--- src/rtl/uart_tx_arbiter.sv ---
// Round-robin arbiter sharing one UART transmitter between N_REQ byte-stream requesters.
// The owner keeps the line for a whole packet; a stalled owner is released after TIMEOUT idle cycles.
module uart_tx_arbiter #(
    parameter int N_REQ   = 4,
    parameter int TIMEOUT = 64,
    localparam int IW     = $clog2(N_REQ)
) (
    input  logic                 clk,
    input  logic                 rst,
    input  logic [N_REQ-1:0]     req_valid,
    input  logic [8*N_REQ-1:0]   req_data,
    input  logic [N_REQ-1:0]     req_last,
    output logic [N_REQ-1:0]     req_ready,
    output logic                 tx_start,
    output logic [7:0]           tx_data,
    input  logic                 tx_busy,
    output logic                 grant_valid,
    output logic [IW-1:0]        grant_id,
    output logic                 timeout_err,
    output logic [2:0]           dbg_state
);
    localparam int CW  = (TIMEOUT > 0) ? $clog2(TIMEOUT + 1) : 1;
    localparam int CW1 = CW + 1;

    typedef enum logic [2:0] {
        S_IDLE    = 3'd0,
        S_SEND    = 3'd1,
        S_START   = 3'd2,
        S_WAIT_HI = 3'd3,
        S_WAIT_LO = 3'd4
    } state_t;

    state_t          r_state, w_state_nx;
    logic [IW-1:0]   r_ptr, w_ptr_nx;
    logic [IW-1:0]   r_gid, w_gid_nx;
    logic            r_gv, w_gv_nx;
    logic [CW-1:0]   r_cnt, w_cnt_nx;
    logic            r_last, w_last_nx;
    logic [7:0]      r_tx_data, w_data_nx;
    logic            r_tx_start, w_start_nx;
    logic            r_timeout, w_to_nx;

    logic            w_found;
    logic [IW-1:0]   w_pick;
    logic            w_xfer;
    logic            w_to_hit;
    logic [IW-1:0]   w_next_ptr;

    // A byte moves on a cycle where req_valid[g] and req_ready[g] are both high; ready only
    // rises for the owner while waiting for a byte and the transmitter is idle.
    assign w_xfer     = (r_state == S_SEND) && req_valid[r_gid] && !tx_busy;
    assign w_to_hit   = (TIMEOUT != 0) && (({1'b0, r_cnt} + 1'b1) == CW1'(TIMEOUT));
    assign w_next_ptr = (r_gid == IW'(N_REQ - 1)) ? '0 : r_gid + 1'b1;

    always_comb begin
        req_ready = '0;
        if (w_xfer) req_ready[r_gid] = 1'b1;
    end

    // First requesting index at or after the pointer, wrapping around.
    always_comb begin
        int v_idx;
        v_idx   = 0;
        w_found = 1'b0;
        w_pick  = '0;
        for (int k = 0; k < N_REQ; k++) begin
            v_idx = int'(r_ptr) + k;
            if (v_idx >= N_REQ) v_idx = v_idx - N_REQ;
            if (!w_found && req_valid[v_idx]) begin
                w_found = 1'b1;
                w_pick  = IW'(v_idx);
            end
        end
    end

    always_comb begin
        w_state_nx = r_state;
        w_ptr_nx   = r_ptr;
        w_gid_nx   = r_gid;
        w_gv_nx    = r_gv;
        w_cnt_nx   = r_cnt;
        w_last_nx  = r_last;
        w_data_nx  = r_tx_data;
        w_start_nx = 1'b0;
        w_to_nx    = 1'b0;
        case (r_state)
            S_IDLE: begin
                if (w_found) begin
                    w_gv_nx    = 1'b1;
                    w_gid_nx   = w_pick;
                    w_cnt_nx   = '0;
                    w_state_nx = S_SEND;
                end
            end
            S_SEND: begin
                if (w_xfer) begin
                    w_data_nx  = req_data[{r_gid, 3'b000} +: 8];
                    w_last_nx  = req_last[r_gid];
                    w_cnt_nx   = '0;
                    w_start_nx = 1'b1;
                    w_state_nx = S_START;
                end else if (!req_valid[r_gid]) begin
                    if (w_to_hit) begin
                        w_to_nx    = 1'b1;
                        w_gv_nx    = 1'b0;
                        w_ptr_nx   = w_next_ptr;
                        w_cnt_nx   = '0;
                        w_state_nx = S_IDLE;
                    end else if (r_cnt != {CW{1'b1}}) begin
                        w_cnt_nx = r_cnt + 1'b1;
                    end
                end
            end
            S_START: w_state_nx = S_WAIT_HI;
            S_WAIT_HI: begin
                if (tx_busy) w_state_nx = S_WAIT_LO;
            end
            S_WAIT_LO: begin
                if (!tx_busy) begin
                    w_cnt_nx = '0;
                    if (r_last) begin
                        w_gv_nx    = 1'b0;
                        w_ptr_nx   = w_next_ptr;
                        w_state_nx = S_IDLE;
                    end else begin
                        w_state_nx = S_SEND;
                    end
                end
            end
            default: w_state_nx = S_IDLE;
        endcase
    end

    always_ff @(posedge clk) begin
        if (rst) begin
            r_state    <= S_IDLE;
            r_ptr      <= '0;
            r_gid      <= '0;
            r_gv       <= 1'b0;
            r_cnt      <= '0;
            r_last     <= 1'b0;
            r_tx_data  <= '0;
            r_tx_start <= 1'b0;
            r_timeout  <= 1'b0;
        end else begin
            r_state    <= w_state_nx;
            r_ptr      <= w_ptr_nx;
            r_gid      <= w_gid_nx;
            r_gv       <= w_gv_nx;
            r_cnt      <= w_cnt_nx;
            r_last     <= w_last_nx;
            r_tx_data  <= w_data_nx;
            r_tx_start <= w_start_nx;
            r_timeout  <= w_to_nx;
        end
    end

    assign tx_start    = r_tx_start;
    assign tx_data     = r_tx_data;
    assign grant_valid = r_gv;
    assign grant_id    = r_gid;
    assign timeout_err = r_timeout;
    assign dbg_state   = r_state;
endmodule

--- config.mk ---
export PLATFORM = sky130hd
export DESIGN_NAME = uart_tx_arbiter
export DESIGN_NICKNAME = d
export VERILOG_FILES = /design/src/rtl/uart_tx_arbiter.sv
export SDC_FILE = /design/constraint.sdc
export NUM_CORES = 1
export LEC_CHECK = 0
export CORE_MARGIN = 2
export CORE_UTILIZATION = 47
export CTS_CLUSTER_SIZE = 20
export DETAILED_ROUTE_END_ITERATION = 8
export GPL_TIMING_DRIVEN = 1
export PLACE_DENSITY_LB_ADDON = 0.25
export SLEW_MARGIN = 20
export SYNTH_ARGS = -nofsm -noshare
export SYNTH_HDL_FRONTEND = slang
export SYNTH_SLANG_ARGS = --single-unit
--- constraint.sdc ---
create_clock -name clk -period 4.4 [get_ports clk]
set_input_delay 1.1 -clock clk [delete_from_list [all_inputs] [get_ports clk]]
set_output_delay 1.1 -clock clk [all_outputs]
set_load 0.01 [all_outputs]
==> results of run 1 <==
[layer usage]
| metal | wire length (um) | track usage (%) |
|---|---|---|
| met1 | 1740 | 25.3 |
| met2 | 2090 | 37.6 |
| met3 | 180 | 5.23 |
| met4 | 87 | 8.61 |
| met5 | 0 | 0 |
[worst register-to-register path, stage by stage (launching register included)]
cell,delay [ps]
dfxtp_1,390
mux4_2,520
buf_4,180
a31oi_2,590
a41oi_1,200
a211oi_1,230
[power breakdown]
| part | leakage, nW | switching [mW] | total [mW] | internal, mW |
|---|---|---|---|---|
| Sequential | 0.211 | 0.0114 | 0.257 | 0.246 |
| Clock | 0.0279 | 0.0771 | 0.169 | 0.0923 |
| Combinational | 0.560 | 0.0688 | 0.161 | 0.0924 |
[flip-flops by register name (all words and copies together), names as in the netlist]
name,cells
tx_start,1
grant_valid,1
dbg_state,3
tx_data,8
r_ptr,2
r_cnt,7
r_last,1
grant_id,2
timeout_err,1
[kinds of logic (layout without fill, tap and decap cells)]
group / after synthesis / in the layout / synth area share (%)
and+or+nand+nor: 64 / 64 / 20.3
AOI/OAI and AO/OA: 45 / 45 / 19.3
DFF: 26 / 26 / 31.8
muxes: 21 / 21 / 20.5
buffers and inverters: 17 / 77 / 4.35
adders and majority gates: 5 / 5 / 3.82
[worst max-delay path by stage]
stage	start	cells past startpoint	to	slack, ps
final	req_valid[1]	6	req_ready[2]	310
after global routing	req_valid[3]	6	req_ready[3]	250
after CTS	req_valid[1]	6	req_ready[2]	320
after detailed placement	req_valid[1]	6	req_ready[2]	320
after global placement	req_valid[2]	6	req_ready[3]	380
after floorplan	req_valid[3]	5	req_ready[0]	1130
[cell usage in the layout (no fill, tap or decap), types with 2 or more instances in the layout]
| cell type | count |
|---|---|
| a21bo_2 | 3 |
| ha_1 | 5 |
| a31oi_1 | 3 |
| nand2b_1 | 3 |
| inv_1 | 6 |
| and2_1 | 9 |
| buf_4 | 5 |
| or3_1 | 3 |
| a211oi_2 | 2 |
| nand3b_1 | 2 |
| nand3_1 | 3 |
| nor2_1 | 14 |
| clkbuf_4 | 3 |
| mux2i_1 | 11 |
| a211oi_1 | 5 |
| nor3_1 | 8 |
| o21ai_0 | 7 |
| mux4_2 | 10 |
| dfxtp_1 | 26 |
| nand2_1 | 14 |
| clkdlybuf4s50_1 | 62 |
| a21oi_1 | 17 |
[cell type report]
| class | count | area, sq um |
|---|---|---|
| multi-input combinational | 135 | 1050 |
| fill | 279 | 980 |
| timing repair buffer | 67 | 658 |
| sequential | 26 | 520 |
| tap | 46 | 57.6 |
| clock inverter | 1 | 30.0 |
| clock buffer | 3 | 22.5 |
| inverter | 6 | 22.5 |
==> impl_metrics.json, run 1 <==
{
  "status": "finished clean",
  "power.density_mw_per_mm2": 249,
  "path_buf_inv": 2,
  "vias_per_cell": 5.60,
  "worstHoldPathType": "flop to flop",
  "vias": 1590,
  "clk_latency_ps": 340,
  "grt_max_degree": 16,
  "power_uw": 588,
  "crit_family": "buffers and inverters",
  "netlist_area_sq_mm": 0.00164,
  "worstSetupStartpointType": "primary input",
  "cts_root_buf": "clkbuf_4",
  "grt_pass1_wl_um": 6880,
  "syn_to_final_growth_pct": 43.9,
  "rsz0062_at_grt": "no",
  "end_kind": "output port",
  "cts.reportedPaths.clkPinSlew_ps": 140,
  "final_nets": 287,
  "synth_area_leaders": "dfxtp_1 (32%), mux4_2 (14%), mux2i_1 (6.7%), a21oi_1 (5.2%), ha_1 (3.8%)",
  "syn-num-nets": 226,
  "dp_hpwl_um": 3180,
  "ff2ff_path_depth": 5,
  "worstReg2RegEnd": "r_cnt[6]$_SDFFE_PP0P_",
  "fmax_ghz": 0.244,
  "gp_congestion": 0.821,
  "postRouteAntennaNets": 0,
  "initial_core_util_pct": 49.1,
  "dp_slack_ps": 317,
  "drive_gt1_share_pct": 13.0,
  "cts.sinks": 26,
  "yosysMostFrequentCell": "dfxtp_1",
  "whs_endpoint": "tx_data[1]$_SDFFE_PP0P_",
  "row_count": 21,
  "grt_overflow": 0,
  "clock_skew_ps": 14.7,
  "cp_max_fo": 7,
  "core_sq_mm": 0.00334,
  "yosysSeqAreaShare_pct": 31.8,
  "min-delay-start": "tx_data[1]$_SDFFE_PP0P_",
  "crit_chain": "clkdlybuf4s50_1 > mux4_2 > nand2_1 > nor2_2 > and2_1 > clkdlybuf4s50_1",
  "wl_per_cell_um": 14.4,
  "route.detailed.drc": 0,
  "dp_cells": 280,
  "finalWirelength_um": 4090,
  "drtIter0Drc": 111,
  "syn_area_per_cell_sq_um": 9.20,
  "syn_inst": 178,
  "period_share_pct": 93.0,
  "design_area_sq_mm": 0.00236,
  "cp.required_ps": 3300,
  "max-slew-margin-rel_pct": 54.7,
  "synthTopCellsByCount": "dfxtp_1 (26), a21oi_1 (17), nand2_1 (14), nor2_1 (14), mux2i_1 (11)",
  "p_leak_nw": 0.799,
  "crit_path_max_incr_delay_ps": 550,
  "setup_tns_ps": 0,
  "setup_slack_ps": 307,
  "tritoncts": "yes",
  "dieArea_sq_mm": 0.00397,
  "utilization_pct": 70.6,
  "worst_pin_slew_ps": 677,
  "synth-seq-cells": 26,
  "cts_resized": 0,
  "r2r_slack_ps": 2250,
  "r2r-start": "grant_id[0]$_SDFFE_PP0P_",
  "diodes": 0,
  "drv_cap": 0,
  "cts_setup_buffers": 0,
  "critPathArrivalTime_ps": 2990,
  "hold_slack_ps": 514,
  "grt_pass1_vias": 1586,
  "crit_top_cell": "clkdlybuf4s50_1",
  "final_cells": 284,
  "gr-usage-all-layers_pct": 21.6,
  "die_w_um": 63.0,
  "die_y_um": 63.0,
  "first_pass_iters": 4,
  "post_dp_cell_area_sq_mm": 0.00230,
  "min_path_cells": 2,
  "critPathSlowestCell": "clkdlybuf4s50_1",
  "synth_top_area_share_pct": 31.8,
  "setup_viol": 0,
  "synth_edf_count": 0,
  "slew_viol_final": 0,
  "h-tree-depth": 1,
  "hold_buffers": 0,
  "port_buffers": 62,
  "yosys_warnings": 0,
  "cts_buffers": 3,
  "vdd_ir_drop_max_mv": 0.187,
  "synth_flop_cell": "dfxtp_1",
  "synthArstFlopShare_pct": 0,
  "ios": 63,
  "min_period_ps": 4090,
  "ys_types": 38,
  "yosysTopAreaCell": "dfxtp_1",
  "cts_max_path_buffers": 2,
  "antenna_found_initial": 0,
  "worstSetupPathType": "primary input to output port",
  "finalHoldViolCount": 0
}
No activity file was read; power rests on OpenSTA's default activity.
==> run 2: changes to the inputs <==
- CAP_MARGIN: default -> 15
- SKIP_CTS_REPAIR_TIMING: default -> 1
==> results of run 2 <==
No change in the layout: final DEF, timing and power equal those of run 1.
